**config.mk**
```make
export PLATFORM = sky130hd
export DESIGN_NAME = fp_div_seq_flat
export DESIGN_NICKNAME = d
export VERILOG_FILES = /design/src/rtl/fp_div_seq_if.sv /design/src/rtl/fp_div_seq.sv /design/src/flat_wrapper.sv
export SDC_FILE = /design/constraint.sdc
export NUM_CORES = 1
export LEC_CHECK = 0
export ABC_AREA = 1
export ABC_CLOCK_PERIOD_IN_PS = 3600
export CAP_MARGIN = 20
export CORE_ASPECT_RATIO = 0.7
export CORE_MARGIN = 4
export CORE_UTILIZATION = 35
export DETAILED_ROUTE_END_ITERATION = 12
export HOLD_SLACK_MARGIN = 0.02
export PLACE_DENSITY = 0.57
export SLEW_MARGIN = 30
export SYNTH_ARGS = -nofsm -noshare
export SYNTH_HDL_FRONTEND = slang
export SYNTH_SLANG_ARGS = --single-unit
export TNS_END_PERCENT = 100
```
**constraint.sdc**
```tcl
create_clock -name clk -period 3.6 [get_ports clk]
set_input_delay 0.72 -clock clk [delete_from_list [all_inputs] [get_ports clk]]
set_output_delay 0.72 -clock clk [all_outputs]
set_load 0.03 [all_outputs]
```
**src/rtl/fp_div_seq_if.sv**
```systemverilog
// Handshake and data bundle between the execute-stage issue logic and the
// sequential single-precision divider.
interface fp_div_seq_if;
  logic        start;
  logic [31:0] op1;
  logic [31:0] op2;
  logic        busy;
  logic        done;
  logic [31:0] result;
  logic        div_by_zero;
  logic        invalid;

  modport master (
    output start, op1, op2,
    input  busy, done, result, div_by_zero, invalid
  );

  modport slave (
    input  start, op1, op2,
    output busy, done, result, div_by_zero, invalid
  );
endinterface

```
**src/rtl/fp_div_seq.sv**
```systemverilog
// Multi-cycle IEEE-754 single-precision divider: restoring division, one
// quotient bit per clock, round-to-nearest-even, subnormals flushed to zero.
module fp_div_seq (
  input  logic        clk,
  input  logic        rst,
  fp_div_seq_if.slave bus
);
  localparam int QBITS = 27;

  localparam logic [1:0] IDLE   = 2'd0;
  localparam logic [1:0] DIVIDE = 2'd1;
  localparam logic [1:0] ROUND  = 2'd2;
  localparam logic [1:0] DONE   = 2'd3;

  logic [1:0]        state;
  logic [4:0]        cnt;
  logic              sign;
  logic signed [9:0] e;
  logic [23:0]       sb;
  logic [25:0]       rem;
  logic [QBITS-1:0]  q;
  logic [31:0]       res;
  logic              dz;
  logic              inv;

  assign bus.busy        = (state == DIVIDE) || (state == ROUND);
  assign bus.done        = (state == DONE);
  assign bus.result      = res;
  assign bus.div_by_zero = dz;
  assign bus.invalid     = inv;

  // Operand classification on the live inputs; only consumed in IDLE.
  logic [7:0]  ea, eb;
  logic        za, zb, na, nb, ia, ib;
  logic        special, sgn_in;
  logic [31:0] spec_res;
  logic        spec_dz, spec_inv;

  always_comb begin
    ea       = bus.op1[30:23];
    eb       = bus.op2[30:23];
    sgn_in   = bus.op1[31] ^ bus.op2[31];
    za       = (ea == 8'd0);
    zb       = (eb == 8'd0);
    na       = (ea == 8'hFF) && (bus.op1[22:0] != 23'd0);
    nb       = (eb == 8'hFF) && (bus.op2[22:0] != 23'd0);
    ia       = (ea == 8'hFF) && (bus.op1[22:0] == 23'd0);
    ib       = (eb == 8'hFF) && (bus.op2[22:0] == 23'd0);
    special  = za | zb | na | nb | ia | ib;
    spec_res = {sgn_in, 31'd0};
    spec_dz  = 1'b0;
    spec_inv = 1'b0;
    if (na || nb) begin
      spec_res = 32'h7FC0_0000;
      spec_inv = 1'b1;
    end else if ((za && zb) || (ia && ib)) begin
      spec_res = 32'h7FC0_0000;
      spec_inv = 1'b1;
    end else if (zb) begin
      spec_res = {sgn_in, 8'hFF, 23'd0};
      spec_dz  = !ia;
    end else if (ia) begin
      spec_res = {sgn_in, 8'hFF, 23'd0};
    end
  end

  // One restoring step. The accepting edge performs the first step straight
  // from the inputs so that all QBITS bits are in q when DIVIDE ends.
  logic [25:0] step_rem;
  logic [23:0] step_sb;
  logic        step_bit;
  logic [25:0] step_diff;
  logic [25:0] step_next;

  always_comb begin
    step_rem  = (state == IDLE) ? {2'b00, 1'b1, bus.op1[22:0]} : rem;
    step_sb   = (state == IDLE) ? {1'b1, bus.op2[22:0]} : sb;
    step_bit  = (step_rem >= {2'b00, step_sb});
    step_diff = step_bit ? (step_rem - {2'b00, step_sb}) : step_rem;
    step_next = step_diff << 1;
  end

  // Normalise, round to nearest even, then range-check the exponent.
  logic [23:0]       m0;
  logic              g, r, s, round_up;
  logic signed [9:0] e_adj, e_rnd;
  logic [24:0]       m_inc;
  logic [22:0]       m_frac;
  logic [31:0]       rnd_res;

  always_comb begin
    if (q[26]) begin
      m0    = q[26:3];
      g     = q[2];
      r     = q[1];
      s     = q[0] | (rem != 26'd0);
      e_adj = e;
    end else begin
      m0    = q[25:2];
      g     = q[1];
      r     = q[0];
      s     = (rem != 26'd0);
      e_adj = e - 10'sd1;
    end
    round_up = g & (r | s | m0[0]);
    m_inc    = {1'b0, m0} + {24'd0, round_up};
    e_rnd    = m_inc[24] ? (e_adj + 10'sd1) : e_adj;
    m_frac   = m_inc[24] ? m_inc[23:1] : m_inc[22:0];
    if (e_rnd >= 10'sd255)
      rnd_res = {sign, 8'hFF, 23'd0};
    else if (e_rnd <= 10'sd0)
      rnd_res = {sign, 31'd0};
    else
      rnd_res = {sign, e_rnd[7:0], m_frac};
  end

  always_ff @(posedge clk) begin
    if (rst) begin
      state <= IDLE;
      cnt   <= 5'd0;
      sign  <= 1'b0;
      e     <= 10'sd0;
      sb    <= 24'd0;
      rem   <= 26'd0;
      q     <= '0;
      res   <= 32'd0;
      dz    <= 1'b0;
      inv   <= 1'b0;
    end else begin
      case (state)
        IDLE: begin
          if (bus.start) begin
            sign <= sgn_in;
            dz   <= 1'b0;
            inv  <= 1'b0;
            if (special) begin
              res   <= spec_res;
              dz    <= spec_dz;
              inv   <= spec_inv;
              state <= DONE;
            end else begin
              e     <= $signed({2'b00, ea}) - $signed({2'b00, eb}) + 10'sd127;
              sb    <= {1'b1, bus.op2[22:0]};
              rem   <= step_next;
              q     <= {{(QBITS-1){1'b0}}, step_bit};
              cnt   <= 5'd0;
              state <= DIVIDE;
            end
          end
        end
        DIVIDE: begin
          rem <= step_next;
          q   <= {q[QBITS-2:0], step_bit};
          cnt <= cnt + 5'd1;
          if (cnt == 5'(QBITS - 2))
            state <= ROUND;
        end
        ROUND: begin
          res   <= rnd_res;
          state <= DONE;
        end
        default: state <= IDLE;
      endcase
    end
  end
endmodule

```
**src/flat_wrapper.sv**
```systemverilog
// flat-port wrapper written by rule: the top's interface ports become plain ports
module fp_div_seq_flat 
  (clk, rst, bus_start, bus_op1, bus_op2, bus_busy, bus_done, bus_result, bus_div_by_zero, bus_invalid);
  fp_div_seq_if bus_i ();
  input  logic clk;
  input  logic rst;
  input wire logic [$bits(bus_i.start)-1:0] bus_start;
  input wire logic [$bits(bus_i.op1)-1:0] bus_op1;
  input wire logic [$bits(bus_i.op2)-1:0] bus_op2;
  output wire logic [$bits(bus_i.busy)-1:0] bus_busy;
  output wire logic [$bits(bus_i.done)-1:0] bus_done;
  output wire logic [$bits(bus_i.result)-1:0] bus_result;
  output wire logic [$bits(bus_i.div_by_zero)-1:0] bus_div_by_zero;
  output wire logic [$bits(bus_i.invalid)-1:0] bus_invalid;
  assign bus_i.start = bus_start;
  assign bus_i.op1 = bus_op1;
  assign bus_i.op2 = bus_op2;
  assign bus_busy = bus_i.busy;
  assign bus_done = bus_i.done;
  assign bus_result = bus_i.result;
  assign bus_div_by_zero = bus_i.div_by_zero;
  assign bus_invalid = bus_i.invalid;
  fp_div_seq u_core (.clk(clk), .rst(rst), .bus(bus_i));
endmodule
```
==> results.md <==
- Status: completed
- H-Tree Depth: 4
- Leak Pwr: ~5.4 nW
- Async SR Flop Fraction: 0%
- Setup violators final: 0
- Final WS setup: 302.8 ps
- Worst-path clk slew: 60 ps
- Syn Nets: roughly 1.7k
- Relative slew slack: a little over two fifths
- Met3 Usage GRT: roughly 4.5%
- TNS Setup: 0 ps
- Rows: slightly above 50
- Grt met1 use: a little under a third
- Post-Place Worst Slack: -84.25 ps
- EDFF count, synth: 0
- Post-layout min period: between 3000 and 4000 ps
- Sequential element share of the synthesized area: between 20% and 30%
- Slowest Stage Delay on Critical Path: 390 ps
- Cells after synthesis: 1,545
- Root buf cell: clkbuf_16
- Largest net degree at the start of global routing: 62
- Final period utilization: about nine tenths
- Worst Path Max Fanout: 36
- I/O pins: 103
- Final number of max-transition violations: 0
- Most frequent cell after synthesis: nand2_1
- Fin. Hold Viols: 0
- Worst path cell trace: inv_1 > ha_4 > buf_12 > nand2_1 > o21ai_0 > ha_1 > fa_2 > o21a_1 > o21bai_2 > a21oi_1 > o21ai_1 > nand3_1 > nand3_2 > clkinv_2 > buf_12 > nand2_1 > o21ai_0 > o21bai_1 > inv_1
- Fillers: between 2k and 3k
- Critical Path Source Type: flop
- Clock Tree Buf Depth: 2
- DR vias: ~10k
- Grt total ovfl: 0
- Synth top area share: between 20% and 30%
- Layout Cells excl Fill: approximately 2.1k
- Ys flop type: dfxtp_1
- RSZ-0062 raised after global routing: no
- DRT Pass-1 Iters: 5
- Antenna Nets Post-Route: 0
- Drt drc: 0
- Yosys reg bits: 128
- Die area: between 30,000 and 40,000 um2
- HPWL Detailed: 23,810 um
- Global router's overall resource usage: 19.49%
- CTS tree: built
- IO Port Bufs: ~100
- Vias in the first global route: around 9.2k
- Post-DR vias/cell: 5.046
- Data arrival time of the critical path: 3630 ps
- Multi-input logic area: around 6200 um2
- Clock Latency Late Sink: around 440 ps
- Avg Cell Area, Syn: between 6 and 7 um2
- Initial DRC count: approximately 950
- Max Freq: slightly above 300 MHz
- Synth area leader: dfxtp_1
- Synth unique cells: 46
- Setup Crit Path Kind: reg -> reg
- Area growth syn-to-layout: 24.45%
- First-pass GRT wire length: roughly 49,000 um
- WL per Instance: ~15 um
- Die width: around 210 um
- Worst clock skew: about 11 ps
- Synth warn: 0
- Hold WC Path Type: reg -> reg
- Final net count: 1,778
- WP data required: 3930 ps
- Chip Height: approximately 150 um
- GRT Max-Usage Layer: met1
- Post-Place Cells: about 2.0k
- Initial antenna violation count: 2
- Initial core utilization: 35.51%
- GP Congestion: ~0.95
- Proportion of layout cells with a drive suffix above 1: ~12%
- Cell Pwr Density: 1048 nW/um2
- Overall Power: roughly 0.013 W
- Clk sinks: 128
- CP max-delay cell: dfxtp_1
- FF+latch area: between 2000 and 3000 um2
- Worst Setup End Kind: flop
- Worst-Margin Slew: ~850 ps
- Drt total wl: roughly 31,000 um
- Synth area leaders: dfxtp_1, nand2_1, inv_1, o21ai_0, a21oi_1
- Synth Cell Area: a little under 10,000 um2
- Post-synth top cells: nand2_1, inv_1, o21ai_0
- Max_cap viols: 0
- CTS buffer count: 17
- Core box area: between 20,000 and 30,000 um2
- Met2 usage in global routing: around 25%
- VDD IR max: roughly 0.00053 V
==> final cells by class <==
cell class,count,share of cell area [%]
antenna,1,0.02035
multi-input combinational,1154,50.73
timing repair buffer,174,13.54
clock buffer,20,3.714
inverter,192,5.902
clock inverter,12,1.465
tap,371,3.775
sequential,128,20.85
==> power by group <==
part	total (W)	internal, W	switching (W)
Clock	0.00191	0.00120	0.000707
Sequential	0.00205	0.00178	0.000270
Combinational	0.00893	0.00336	0.00557
Total	0.0129	0.00634	0.00655
==> final timing paths <==
kind	startpoint	to	slack (ps)	cells past startpoint
max	u_core.state[0]$_SDFFE_PP0P_	u_core.rem[3]$_SDFFE_PP0P_	300	19
min	u_core.sb[0]$_SDFFE_PP0P_	u_core.sb[0]$_SDFFE_PP0P_	450	2
max reg2reg	u_core.state[0]$_SDFFE_PP0P_	u_core.rem[3]$_SDFFE_PP0P_	300	19
min reg2reg	u_core.sb[0]$_SDFFE_PP0P_	u_core.sb[0]$_SDFFE_PP0P_	450	2
==> layout by cell type (no fill, tap or decap), drive strengths merged, types with 4 or more instances in the layout <==
cell / synthesis / layout
clkinv: 3 / 8
bufinv: 0 / 4
o21bai: 17 / 17
a211oi: 25 / 25
a21oi: 149 / 149
o21ai: 156 / 156
nor4: 19 / 19
xnor2: 12 / 12
o211ai: 9 / 9
ha: 42 / 42
nor2: 110 / 110
inv: 189 / 190
nand4: 21 / 21
a31oi: 10 / 10
nor3: 40 / 40
or2: 7 / 7
nand2: 393 / 393
dfxtp: 128 / 128
clkbuf: 51 / 21
a21o: 9 / 9
buf: 20 / 72
clkdlybuf4s50: 0 / 101
nand3: 91 / 91
xor2: 34 / 34
==> sequential cells by signal, summed over array words and instances (netlist names) <==
signal,cells
u_core.bus.result,32
u_core.q,27
u_core.rem,25
u_core.sb,24
u_core.e,10
u_core.cnt,5
u_core.state,2
u_core.bus.div_by_zero,1
u_core.bus.invalid,1
u_core.sign,1
==> worst max-delay path, delay by kind of cell, from the launching register on <==
kind                       cells  cell delay, ps
and+or+nand+nor                4             370
DFF                            1             390
adders and majority gates      3             820
AOI/OAI and AO/OA              7            1030
buffers and inverters          5             580
==> layer usage <==
layer	vias up	routed length (um)
li1	5380	-
met2	284	11530
met5	-	13
met3	20	2080
met4	2	262
met1	4668	16950
==> per-stage QoR <==
step	area [um2]	util, %	hold slack [ps]
3_5_place_dp	11600	41.71	443.3
3_3_place_gp	11600	41.71	437.7
6_report	12300	44.19	451.4
4_1_cts	12240	44.00	450.9
5_1_grt	12300	44.19	479.0
2_1_floorplan	9888	-	424.4
==> cell families (layout without fill, tap and decap cells) <==
family	count (synthesis)	in the layout	synth area share, %
and+or+nand+nor	683	683	30.78
AOI/OAI and AO/OA	381	381	22.24
buffers and inverters	263	398	11.25
DFF	128	128	25.94
xor gates and xnor gates	46	46	4.078
adders and majority gates	44	44	5.724
other	0	1	0
==> repair_timing <==
item                       CTS  global route
setup endpoints to repair    0            23
resized for setup            0             8
buffers inserted             0             0
hold buffers                 0             0
Power figures use the tool's default switching activity.
